## src/rtl/logic_gates.sv

```systemverilog
// Registered bitwise logic unit: all seven two-input/one-input gate results of
// in1/in2 are captured together on an accepted pair, one cycle after the sample.
module logic_gates #(
   parameter int WIDTH = 1
) (
   input  logic             clk,
   input  logic             rst,
   input  logic             in_valid,
   input  logic [WIDTH-1:0] in1,
   input  logic [WIDTH-1:0] in2,
   output logic             out_valid,
   output logic [WIDTH-1:0] out_not,
   output logic [WIDTH-1:0] out_and,
   output logic [WIDTH-1:0] out_or,
   output logic [WIDTH-1:0] out_nand,
   output logic [WIDTH-1:0] out_nor,
   output logic [WIDTH-1:0] out_xor,
   output logic [WIDTH-1:0] out_xnor
);

   // Results load only on accept, so operands are never observed while
   // in_valid is low; an idle cycle drops out_valid but keeps the last results.
   always_ff @(posedge clk) begin
      if (rst) begin
         out_valid <= 1'b0;
         out_not   <= '0;
         out_and   <= '0;
         out_or    <= '0;
         out_nand  <= '0;
         out_nor   <= '0;
         out_xor   <= '0;
         out_xnor  <= '0;
      end else if (in_valid) begin
         out_valid <= 1'b1;
         out_not   <= ~in1;
         out_and   <= in1 & in2;
         out_or    <= in1 | in2;
         out_nand  <= ~(in1 & in2);
         out_nor   <= ~(in1 | in2);
         out_xor   <= in1 ^ in2;
         out_xnor  <= ~(in1 ^ in2);
      end else begin
         out_valid <= 1'b0;
      end
   end

endmodule

```

## config.mk

```make
export PLATFORM = sky130hd
export DESIGN_NAME = logic_gates
export DESIGN_NICKNAME = d
export VERILOG_FILES = /design/src/rtl/logic_gates.sv
export SDC_FILE = /design/constraint.sdc
export NUM_CORES = 1
export LEC_CHECK = 0
export ABC_AREA = 1
export CORE_AREA = 2 2 39 41
export CTS_BUF_LIST = sky130_fd_sc_hd__clkbuf_4 sky130_fd_sc_hd__clkbuf_8 sky130_fd_sc_hd__clkbuf_16
export DETAILED_ROUTE_END_ITERATION = 16
export DIE_AREA = 0 0 41 43
export HOLD_SLACK_MARGIN = 0.02
export PLACE_DENSITY = 0.51
export SYNTH_ARGS = -nofsm -noshare
export SYNTH_HDL_FRONTEND = slang
export SYNTH_SLANG_ARGS = --single-unit
```

## constraint.sdc

```tcl
create_clock -name clk -period 1.5 [get_ports clk]
set_clock_uncertainty 0.2 [all_clocks]
set_input_delay 0.225 -clock clk [delete_from_list [all_inputs] [get_ports clk]]
set_output_delay 0.225 -clock clk [all_outputs]
set_load 0.05 [all_outputs]
```

Word level (Yosys, flattened, before mapping)
Cells that the tools add are included.

Muxes and demuxes: 1. Bitwise gates (word level): 7.

Operator list (count): $not 1->1 (4); $and 1x1->1 (1); $mux 1 (1); $or 1x1->1 (1); $xor 1x1->1 (1).

Bits in registers: 8. Input bits: 5. Output and inout port bits: 8. Word-level logic and storage cells: 16.

Depth between registers and ports, before layout
Word-level depth: 2. Mapped depth: 6. Gate-level depth less buffers: 6.

Worst setup path before layout
Ideal clock, no wire load.

Kind: flip-flop to flip-flop. Start: reg, netlist name out_xnor. End: reg out_xnor. Setup time: 0.066 ns. Arrival time: 0.842 ns. Path slack: 0.392 ns. Stages on the path, launching flop included: 3. Buffers on the path: 0. Period minus slack after synthesis: 1.108 ns. Cells stage by stage: dfxtp_1 nand2_2 a21oi_2.

RTL lines: end signal: assignment (RTL line 41) `out_xnor <= ~(in1 ^ in2);`; end: declaration (RTL line 18) `output logic [WIDTH-1:0] out_xnor`.

Worst setup path in the final report
Start: in in1. End: reg out_xor.

Longest elaborated chain between the ends: 1.

Ends and longest elaborated chain: start: declaration (RTL line 9) `input logic [WIDTH-1:0] in1,`; $xor 1x1->1 (RTL line 40) `out_xor <= in1 ^ in2;`; end signal: assignment (RTL line 40); end: declaration (RTL line 17) `output logic [WIDTH-1:0] out_xor,`.

Every way passes these cells. A chain may end at the register's enable or synchronous reset.

==> impl_metrics.tcl <==
set metrics [dict create \
    grt_max_degree 11 \
    status "finished, final reports clean" \
    syn_area_per_cell_um2 8.40 \
    grt_antenna_before_repair 0 \
    crit_chain "clkdlybuf4s50_1 > inv_1 > ha_1 > inv_1 > nand2_2 > nand2_1 > nor2_1" \
    start_util_pct 25.5 \
    grt_pass1_wl_um 1010 \
    ys.flop_type "dfxtp_1" \
    p_seq_share_pct 42.2 \
    final_max_slew_viol_count 0 \
    critical_path.top_delay_family "buffers and inverters" \
    cts_setup_buffers 0 \
    worstMarginPinSlew_ns 0.149 \
    max_freq_mhz 769 \
    power.internal_uw 403 \
    cp.buffers_inverters 3 \
    rows 14 \
    cts_htree_levels 1 \
    cts_root_buf "clkbuf_4" \
    setup_slack_ns 0.200 \
    first_pass_iters 2 \
    setup_viol 0 \
    clockBufferDepth 2 \
    p_clk_share_pct 28.2 \
    required_ns 1.44 \
    path_clk_slew_ns 0.05 \
    die_area_mm2 0.00176 \
    cpMostUsedCell "inv_1" \
    hpwl_um 480 \
    port_buffers 12 \
    syn_to_final_growth_pct 78.4 \
    fp.dieW_um 41 \
    critical_path_class "input pin to flip-flop" \
    pre_cts_ws_ns -0.0676 \
    p_per_area_mw_per_mm2 909 \
    clk_latency_ns 0.25 \
    period_share_pct 86.6 \
    synthTopCellsByArea "dfxtp_1 (45%), ha_1 (14%), nor2_1 (12%)" \
    diodes 0 \
    ir_drop_uv 352 \
    pin_count 13 \
    fillers 145 \
    synth_cells 42 \
    drt-vias-per-instance 3.79 \
    hold_buffers 0 \
    max_stage_delay_ns 0.47 \
    period_minus_slack_ns 1.30 \
    drt_iter0_markers 3 \
    timing.slew.headroom_pct 90.0 \
    rsz0062_at_grt "no" \
    coreArea_mm2 0.00138 \
    synth_commonest_cells "nor2_1 (11), dfxtp_1 (8), nand2_1 (7), ha_1 (4), inv_1 (4)" \
    p_leak_uw 0.000299 \
    ys_types 10 \
    ctsResizeCount 0 \
    whs_ns 0.301 \
    synth_fp_nets 51 \
    synthArstFlopShare_pct 0 \
    synth_warnings 0 \
    tritoncts "built" \
    cts.sink_count 8 \
    ys_ff_latch 8 \
    fp.dieH_um 43 \
    cp_slowest_cell "clkdlybuf4s50_1" \
    synth_edf_count 0 \
    finalHoldViolCount 0 \
    track_usage_pct 9.35 \
    grt_pass1_vias 251 \
    critPathMaxFanout 2 \
    p_sw_uw 168 \
    start_kind "input pin" \
    avgRoutedWirePerCell_um 7.76 \
    drv_cap 0 \
    worstPathArrival_ns 1.24 \
    drc 0 \
    overflow 0 \
    yosys.area.top_type "dfxtp_1" \
    syn_area_um2 353 \
    drive_gt1_share_pct 35.5 \
    yosysTopAreaCellShare_pct 45.4 \
    wirelength_um 605 \
    seq_area_frac_synth_pct 45.4 \
    endpoint_kind "flip-flop" \
    comb_power_share_pct 29.6 \
    nets 73 \
    numCtsBuffers 3 \
    min_path_type "flip-flop to flip-flop" \
    gp_congestion 0.766 \
    via_count 296 \
    synth.most_common_cell "nor2_1" \
    swShare_pct 29.5 \
    drtAntennaViolNets 0 \
    power.total_uw 572 \
]
[per-layer routing]
metal	track usage, %	part of all wire (%)	vias to the layer above
met5	0	0	-
met4	12.0	2.0	0
met3	3.14	5.1	2
met2	9.69	44	8
met1	12.3	49	117
li1	-	-	169
[cell families (layout without fill, tap and decap cells)]
group	Yosys count	in the layout	synth area share (%)
buf+inv	6	26	9.93
simple gates	20	20	22.7
compound gates	4	4	7.80
fa+ha+maj	4	4	14.2
flops	8	8	45.4
[through the flow]
| step | TNS (ns) | std cells | instance area [µm²] | util, % |
|---|---|---|---|---|
| final | 0 | 78 | 629 | 45.5 |
| after global routing | 0 | 78 | 629 | 45.5 |
| after CTS | 0 | 78 | 629 | 45.5 |
| after detailed placement | -0.145 | 75 | 607 | 43.9 |
| after global placement | -0.148 | 75 | 607 | 43.9 |
| after floorplan | 0 | 42 | 353 | - |
[sequential cells by signal, indices dropped and copies added (netlist names)]
| name | cells |
|---|---|
| out_xnor | 1 |
| out_xor | 1 |
| out_and | 1 |
| out_valid | 1 |
| out_nand | 1 |
| out_or | 1 |
| out_not | 1 |
| out_nor | 1 |
[worst paths after layout]
kind / startpoint / cells after the start / slack (ns) / endpoint
worst max register to register: out_nor / 2 / 0.66 / out_nor
worst min-delay path: out_xor / 2 / 0.30 / out_xor
worst min register to register: out_xor / 2 / 0.30 / out_xor
worst max-delay path: in1 / 7 / 0.20 / out_xor
[layout by cell type (no fill, tap or decap), drive strengths merged]
cell | Yosys | final
ha | 4 | 4
clkbuf | 0 | 3
inv | 5 | 5
clkdlybuf4s50 | 0 | 4
dfxtp | 8 | 8
buf | 1 | 14
nor2 | 11 | 11
nand2 | 9 | 9
a21oi | 2 | 2
o21ai | 2 | 2
[final cells by class]
cell class / instances / area [µm²] / area share, %
timing repair buffer: 18 / 245 / 39.0
clock buffer: 3 / 22.5 / 3.58
sequential: 8 / 160 / 25.4
tap: 16 / 20.0 / 3.18
inverter: 5 / 23.8 / 3.78
multi-input combinational: 28 / 158 / 25.0
[power by group through the flow]
stage / logic (µW) / clock network, µW / registers, µW
6_report: 169 / 161 / 241
5_1_grt: 181 / 181 / 243
4_1_cts: 171 / 173 / 242
3_5_place_dp: 170 / 0 / 246
3_3_place_gp: 170 / 0 / 246
2_1_floorplan: 35.6 / 0 / 288
[worst min-delay path, cell delays in order, from the launching register on]
cell	delay (ns)
dfxtp_1	0.33
nor2_1	0.09
nor2_1	0.05
Power figures use the tool's default switching activity.
